File: config.mk
export PLATFORM = sky130hd
export DESIGN_NAME = pos_read_phase_controller
export DESIGN_NICKNAME = d
export VERILOG_FILES = /design/src/rtl/pos_read_phase_controller_pkg.sv /design/src/rtl/pos_read_phase_controller_valid_gen.sv /design/src/rtl/pos_read_phase_controller.sv
export SDC_FILE = /design/constraint.sdc
export NUM_CORES = 1
export LEC_CHECK = 0
export CAP_MARGIN = 15
export CORE_MARGIN = 3
export CORE_UTILIZATION = 63
export DETAILED_ROUTE_END_ITERATION = 8
export PLACE_DENSITY = 0.94
export SYNTH_ARGS = -nofsm -noshare
export SYNTH_HDL_FRONTEND = slang
export SYNTH_SLANG_ARGS = --single-unit
File: constraint.sdc
create_clock -name clk -period 44.2 [get_ports clk]
set_input_delay 8.84 -clock clk [delete_from_list [all_inputs] [get_ports clk]]
set_output_delay 8.84 -clock clk [all_outputs]
set_load 0.005 [all_outputs]
File: src/rtl/pos_read_phase_controller_pkg.sv
// md_ctrl_pkg: shared types, sizes and helpers for the position read phase controller.
package md_ctrl_pkg;
    localparam int NUM_NEIGHBOR_CELLS = 13;
    localparam int NUM_FILTER = 7;
    localparam int PARTICLE_ID_WIDTH = 7;
    localparam int NUM_CELLS = NUM_NEIGHBOR_CELLS + 1;
    localparam int HOME_CELL = 0;
    typedef logic [PARTICLE_ID_WIDTH-1:0] pid_t;
    typedef logic [PARTICLE_ID_WIDTH:0] pid_ext_t;
    typedef logic [NUM_CELLS*PARTICLE_ID_WIDTH-1:0] counts_t;
    typedef enum logic [1:0] {IDLE, SWEEP, NEXT, LAST} state_t;
    // largest neighbor-cell count, home cell excluded
    function automatic pid_t max_count(input counts_t c);
        pid_t m;
        m = '0;
        for (int i = 0; i < NUM_CELLS; i++)
            if (i != HOME_CELL && c[i*PARTICLE_ID_WIDTH +: PARTICLE_ID_WIDTH] > m)
                m = c[i*PARTICLE_ID_WIDTH +: PARTICLE_ID_WIDTH];
        return m;
    endfunction
endpackage

File: src/rtl/pos_read_phase_controller_valid_gen.sv
// pos_ctrl_valid_gen: per-cell broadcast_done and per-filter ref_valid from r, phase and latched counts.
module pos_ctrl_valid_gen
    import md_ctrl_pkg::*;
(
    input  logic [PARTICLE_ID_WIDTH-1:0] r,
    input  logic                         phase,
    input  logic [NUM_CELLS*PARTICLE_ID_WIDTH-1:0] counts,
    output logic [NUM_CELLS-1:0]         broadcast_done,
    output logic [NUM_FILTER-1:0]        ref_valid
);
    for (genvar c = 0; c < NUM_CELLS; c++) begin : g_bd
        assign broadcast_done[c] = {1'b0, r} >= {1'b0, counts[c*PARTICLE_ID_WIDTH +: PARTICLE_ID_WIDTH]};
    end
    for (genvar f = 0; f < NUM_FILTER; f++) begin : g_rv
        assign ref_valid[f] = {1'b0, r} < {1'b0, phase ? counts[(f+NUM_FILTER)*PARTICLE_ID_WIDTH +: PARTICLE_ID_WIDTH]
                                                       : counts[f*PARTICLE_ID_WIDTH +: PARTICLE_ID_WIDTH]};
    end
endmodule

File: src/rtl/pos_read_phase_controller.sv
// pos_read_phase_controller: two-phase home-cell read sequencer per reference index, outputs aligned to 1-cycle RAM.
// Defining POS_CTRL_PERF_CNT_EN adds the stall_cycles and pairs_issued counters.
module pos_read_phase_controller
    import md_ctrl_pkg::*;
(
    input  logic                         clk,
    input  logic                         rst,
    input  logic                         start,
    input  logic [NUM_CELLS*PARTICLE_ID_WIDTH-1:0] nb_count,
    input  logic                         back_pressure,
    output logic                         rd_en,
    output logic [PARTICLE_ID_WIDTH-1:0] rd_addr,
    output logic [PARTICLE_ID_WIDTH-1:0] ref_addr,
    output logic                         phase,
    output logic                         pause_reading,
    output logic [NUM_CELLS-1:0]         broadcast_done,
    output logic                         ref_not_read_yet,
    output logic [NUM_FILTER-1:0]        ref_valid,
    output logic                         busy,
    output logic                         done
`ifdef POS_CTRL_PERF_CNT_EN
    ,
    output logic [31:0]                  stall_cycles,
    output logic [31:0]                  pairs_issued
`endif
);
    state_t   state;
    counts_t  cnt;
    logic     phase_a;
    pid_t     cnt0;
    pid_ext_t r_inc;
    logic     last_rd, fin;
    logic [NUM_CELLS-1:0]  bd_c;
    logic [NUM_FILTER-1:0] rv_c;

    assign busy    = state != IDLE;
    assign rd_en   = state == SWEEP && !back_pressure;
    assign cnt0    = cnt[HOME_CELL*PARTICLE_ID_WIDTH +: PARTICLE_ID_WIDTH];
    assign last_rd = rd_addr == cnt0 - pid_t'(1);
    assign r_inc   = {1'b0, ref_addr} + pid_ext_t'(1);
    assign fin     = r_inc >= pid_ext_t'(max_count(cnt)) && r_inc >= pid_ext_t'(cnt0);

    pos_ctrl_valid_gen u_valid_gen (
        .r              (ref_addr),
        .phase          (phase_a),
        .counts         (cnt),
        .broadcast_done (bd_c),
        .ref_valid      (rv_c)
    );

    always_ff @(posedge clk) begin
        if (rst) begin
            state    <= IDLE;
            cnt      <= '0;
            ref_addr <= '0;
            rd_addr  <= '0;
            phase_a  <= 1'b0;
            done     <= 1'b0;
        end else begin
            done <= 1'b0;
            case (state)
                IDLE: if (start) begin
                    cnt      <= nb_count;
                    ref_addr <= '0;
                    rd_addr  <= '0;
                    phase_a  <= 1'b0;
                    state    <= nb_count[HOME_CELL*PARTICLE_ID_WIDTH +: PARTICLE_ID_WIDTH] == '0 ? LAST : SWEEP;
                end
                SWEEP: if (!back_pressure) begin
                    rd_addr <= last_rd ? '0 : rd_addr + pid_t'(1);
                    if (last_rd) state <= NEXT;
                end
                NEXT: begin
                    phase_a <= ~phase_a;
                    if (phase_a) ref_addr <= r_inc[PARTICLE_ID_WIDTH-1:0];
                    state <= phase_a && fin ? LAST : SWEEP;
                end
                default: begin
                    done  <= 1'b1;
                    state <= IDLE;
                end
            endcase
        end
    end

    // data stage: everything here lines up with the RAM word read the previous cycle
    always_ff @(posedge clk) begin
        if (rst) begin
            phase            <= 1'b0;
            pause_reading    <= 1'b0;
            ref_not_read_yet <= 1'b0;
            ref_valid        <= '0;
            broadcast_done   <= '0;
        end else begin
            phase            <= phase_a;
            pause_reading    <= busy && !rd_en;
            ref_not_read_yet <= rd_en && rd_addr <= ref_addr;
            ref_valid        <= busy ? rv_c : '0;
            broadcast_done   <= busy ? bd_c : '0;
        end
    end

`ifdef POS_CTRL_PERF_CNT_EN
    logic                  data_valid;
    logic [NUM_FILTER-1:0] pair_mask;
    logic [32:0]           pairs_sum;
    // the home filter in phase 0 drops self and already-seen home-home pairs
    assign pair_mask = data_valid ? ref_valid & ~NUM_FILTER'(!phase && ref_not_read_yet) : '0;
    assign pairs_sum = {1'b0, pairs_issued} + 33'($countones(pair_mask));
    always_ff @(posedge clk) begin
        if (rst || (state == IDLE && start)) begin
            data_valid   <= 1'b0;
            stall_cycles <= '0;
            pairs_issued <= '0;
        end else begin
            data_valid <= rd_en;
            if (busy && back_pressure && !(&stall_cycles)) stall_cycles <= stall_cycles + 32'd1;
            pairs_issued <= pairs_sum[32] ? '1 : pairs_sum[31:0];
        end
    end
`endif
endmodule

### Word-level counts from Yosys, hierarchy flattened

Cells that the tools add are included.

* output and inout bits: 41
* register bits after elaboration: 140

* reduce and logical (&&, ||, !) cells: 19
* multiplexer cells: 35
* bitwise operators: 2
* equality and inequality tests: 7
* order comparisons: 37
* $add $sub $neg: 3

Operator list (number)
* 2-to-1 mux 7 bit: 24
* greater-or-equal comparator 7 bit: 14
* > comparator 7 bit: 12
* less-than comparator 7 bit: 7
* case mux 7 bit (2 select lines): 2
* greater-or-equal comparator 8 x 7 -> 1 bit: 2
* 2-to-1 mux 2 bit: 5
* AND reduction 3 bit: 3
* adder 7 x 1 -> 8 bit (second input constant): 1
* != test 2 bit (second input constant): 4
* adder 7 x 1 -> 7 bit (second input constant): 1
* equality test 7 bit: 1
* > comparator 7 x 1 -> 1 bit (second input constant): 1
* less-or-equal comparator 7 bit: 1
* logical NOT 7 bit: 1
* subtractor 7 x 1 -> 7 bit (second input constant): 1
* case mux 2 bit (3 select lines): 1
* nonzero test 2 bit: 3
* logical AND 1 bit: 5
* AND reduction 2 bit: 2
* OR reduction 3 bit: 1
* equality test 2 x 1 -> 1 bit (second input constant): 1
* equality test 2 bit (second input constant): 1
* logical NOT 1 bit: 2
* other kinds (5): 7

### Depth between registers and ports, before layout

* depth in word-level cells: 31
* depth in mapped cells: 117
* mapped depth without buffers: 109

### Hierarchy

Synthesis repeated with hierarchy kept, for this count alone.

* cells, all modules: 1653
* area, all modules: 12811.0 µm²

Modules (own cells, without submodules)
* pos_read_phase_controller: seq. area each 2802.7 µm², cells each 1184, instances 1, area each 9160.0 µm²
* pos_ctrl_valid_gen: seq. area each 0.0 µm², cells each 469, instances 1, area each 3651.0 µm²

### Worst setup path after synthesis

OpenSTA, ideal clock, no wires.

* kind: reg-to-reg
* start: reg cnt[13]
* end: reg state[1]
* period minus slack after synthesis: 19.447 ns
* arrival time: 19.313 ns
* path slack: 24.753 ns
* data required time: 44.066 ns
* stages on the path, launching flop included: 110
* path buffers: 7
* cell sequence: dfxtp_1 inv_1 ha_1 nand4_1 or2_1 buf_6 a21boi_0 o21ai_0 ha_1 nand3b_1 a21o_1 a21o_1 o211ai_1 nand2_1 ha_1 a211oi_1 o21bai_1 o21a_1 (+74 left out) o21ai_0 nor2_1 nor2_1 nor2_1 a22oi_1 o21ai_1 ha_1 nand2b_1 a21o_1 a21o_1 a21oi_1 nor2b_1 o21ai_0 nand2b_1 a21oi_1 o21ai_0 a21oi_1 nor4_1

* longest elaborated chain between the ends: 31

Ends and longest elaborated chain
* start: declaration: line pos_read_phase_controller.sv:28 `counts_t cnt;`
* start signal: assignment: line pos_read_phase_controller.sv:63 `cnt <= nb_count;`
* > comparator 7 x 1 -> 1 bit: line pos_read_phase_controller_pkg.sv:17 `if (i != HOME_CELL && c[i*PARTICLE_ID_WIDTH +: PARTICLE_ID_WIDTH] > m)`
* 2-to-1 mux 7 bit (*): line pos_read_phase_controller_pkg.sv:17
* > comparator 7 bit: line pos_read_phase_controller_pkg.sv:17
* 2-to-1 mux 7 bit (*): line pos_read_phase_controller_pkg.sv:17
* > comparator 7 bit: line pos_read_phase_controller_pkg.sv:17
* 2-to-1 mux 7 bit (*): line pos_read_phase_controller_pkg.sv:17
* > comparator 7 bit: line pos_read_phase_controller_pkg.sv:17
* 2-to-1 mux 7 bit (*): line pos_read_phase_controller_pkg.sv:17
* (+15 left out)
* 2-to-1 mux 7 bit (*): line pos_read_phase_controller_pkg.sv:17
* > comparator 7 bit: line pos_read_phase_controller_pkg.sv:17
* 2-to-1 mux 7 bit (*): line pos_read_phase_controller_pkg.sv:17
* greater-or-equal comparator 8 x 7 -> 1 bit (*): line pos_read_phase_controller.sv:41 `assign fin = r_inc >= pid_ext_t'(max_count(cnt)) && r_inc >= pid_ext_t'(cnt0);`
* logical AND 1 bit (*): line pos_read_phase_controller.sv:41
* logical AND 1 bit (*): line pos_read_phase_controller.sv:76 `state <= phase_a && fin ? LAST : SWEEP;`
* 2-to-1 mux 2 bit (*): line pos_read_phase_controller.sv:76
* case mux 2 bit (3 select lines) (*): line pos_read_phase_controller.sv:61 `case (state)`
* end signal: assignment: line pos_read_phase_controller.sv:67 `state <= nb_count[HOME_CELL*PARTICLE_ID_WIDTH +: PARTICLE_ID_WIDTH] == '0 ? LAST : SWEEP;`
* end signal: assignment: line pos_read_phase_controller.sv:76
* end: declaration: line pos_read_phase_controller.sv:27 `state_t state;`

Mark *: on every way between the ends. The rest lies on a longest branch, timed or not.
A chain may end at the register's enable or synchronous reset.

### Worst setup path in the final report

* start: reg cnt[11]
* end: reg state[1]

The elaborated chain is that of the path after synthesis.

==> qor.csv <==
metric,value,unit
outcome,"finished, final reports clean",
core area,19600,um^2
clk sinks,140,
crit path DAT,23.50,ns
P&R area growth vs syn,17.9,%
most frequent CP cell,ha_1,
share of the synthesized area in the top cell type,0.240,
initial antenna violation count,0,
"Seq/Total Area, Yosys",0.221,
clk buf depth,2,
Synth area leader,ha_1,
Final Max Tran Viols,0,
hold-fix buffers at CTS,0,
Least-Margin Pin Slew,1.09,ns
number of remaining DRC errors,0,
Syn Nets,1972,
CP max FO,19,
Initial Utilization,0.646,
Max-Cap Viols,0,
Area contributors post-synth,"ha_1, dfxtp_1, a21oi_1",
cell area after synthesis,12700,um^2
area post-placement,14300,um^2
Crit-path slowest cell,o21ai_1,
Die X,148,um
DRT iter0 DRCs,876,
number of vias per cell,6.20,
Die H,148,um
worst skew pair latency,0.44,ns
RSZ-0062 raised after global routing,false,
CTS resizes,0,
total grt overflow,0,
Post-CTS Setup Inserts,0,
"commonest non-fill, non-tap cell in the layout",ha_1,
Final Cycle Share,0.525,
CTS Buf Count,17,
first-pass GRT wire length,64300,um
clk_skew,0.00904,ns
top-level I/O count,143,
All-Layer GR Usage,0.373,
"Design Area, Final",14900,um^2
largest net degree at the start of global routing,101,
wire per inst,20.4,um
worst hold path class,reg2reg,
"EDFF count, synth",0,
slew margin rel.,0.270,
Mean Syn Cell Area,7.78,um^2
DR vias,12500,
Hold WS,0.507,ns
Fin. Hold Viols,0,
vias in the first global route,12100,
DR pass1 iterations,7,
Yosys warnings,0,
WP data required,44.50,ns
setup_tns,0,ns
diode count,0,
Setup crit end kind,flip-flop,
Final Critical Period,23.20,ns
asr flop ratio synth,0,
post-route ant nets,0,
Yosys reg bits,140,
Placer Congestion,1.04,
synthesized instance count,1627,
share of cells above drive strength 1,0.0495,
Setup CP Type,reg2reg,
CTS tree,built,
FP Rows,51,
"Setup violations, final",0,
die area,21800,um^2
PortBufs,142,
"CTS clk-pin slew, worst paths",0.07,ns
fmax,43.1,MHz
Root Buffer Master,clkbuf_16,
Startpoint Class,flip-flop,
"commonest non-fill, non-tap cells in the layout","ha_1, nand2_1, a21oi_1",
"Top FF cell, synth",dfxtp_1,
CP peak stage delay,0.85,ns
Post-Route WL,41200,um
detailed placer's ending HPWL,31600,um
distinct cell type count after synthesis,64,
CTS H-tree depth,4,
Nets,2091,
-- cell usage after synthesis (all sizes together), types with 19 or more instances --
master  number
inv        126
o21a        19
clkbuf      47
nor2        75
nand2b      50
dfxtp      140
o211ai      32
nor2b       31
o21ai       86
a21o        55
a21oi      201
nand3       27
nand2      242
mux2i       50
ha         243
-- cell type report --
class / count / area, um^2
clock buffer: 17 / 425
clock inverter: 15 / 209
fill: 1419 / 4670
inverter: 126 / 473
multi-input combinational: 1307 / 9170
sequential: 140 / 2800
tap: 265 / 332
timing repair buffer: 154 / 1510
-- final timing paths --
check | startpoint | end | slack, ns | depth (start not counted)
worst min register to register | cnt[12] | cnt[12] | 0.51 | 2
worst max register to register | cnt[11] | state[1] | 21.00 | 104
worst max-delay path | cnt[11] | state[1] | 21.00 | 104
worst min-delay path | cnt[12] | cnt[12] | 0.51 | 2
-- kinds of logic after synthesis --
group | Yosys count | synth area share
fa+ha+maj | 246 | 0.243
buf+inv | 180 | 0.0542
xor+xnor | 20 | 0.0138
simple gates | 498 | 0.183
flops | 140 | 0.221
compound gates | 489 | 0.242
mux | 54 | 0.0431
-- registers in the layout, summed over array words and instances (netlist names) --
register,count
ref_valid,7
rd_addr,7
phase,1
ref_addr,7
ref_not_read_yet,1
cnt,98
done,1
pause_reading,1
broadcast_done,14
phase_a,1
state,2
-- through the flow --
step           worst slack [ns]  utilization  std cells
2_1_floorplan             24.75            -       1627
3_3_place_gp              22.19        0.729       1992
3_5_place_dp              21.76        0.729       1992
4_1_cts                   21.49        0.762       2024
5_1_grt                   19.23        0.762       2024
6_report                  21.00        0.762       2024
-- metal layers --
metal / vias to the layer above / track usage / routed length [um]
li1: 6001 / - / -
met1: 5837 / 0.468 / 16900
met2: 557 / 0.605 / 18700
met3: 147 / 0.0723 / 3280
met4: 0 / 0.199 / 2300
met5: - / 0 / 0
-- critical path, delay by kind of cell (launching register included) --
family | cells | cell delay, ns
AOI/OAI and AO/OA | 54 | 12.38
adders and majority gates | 14 | 3.97
buffers and inverters | 2 | 0.14
DFF | 1 | 0.41
muxes | 1 | 0.30
and+or+nand+nor | 33 | 5.85
Power is not shown: default switching activity piles up to over one toggle a cycle in this logic, so the estimate is an artifact.
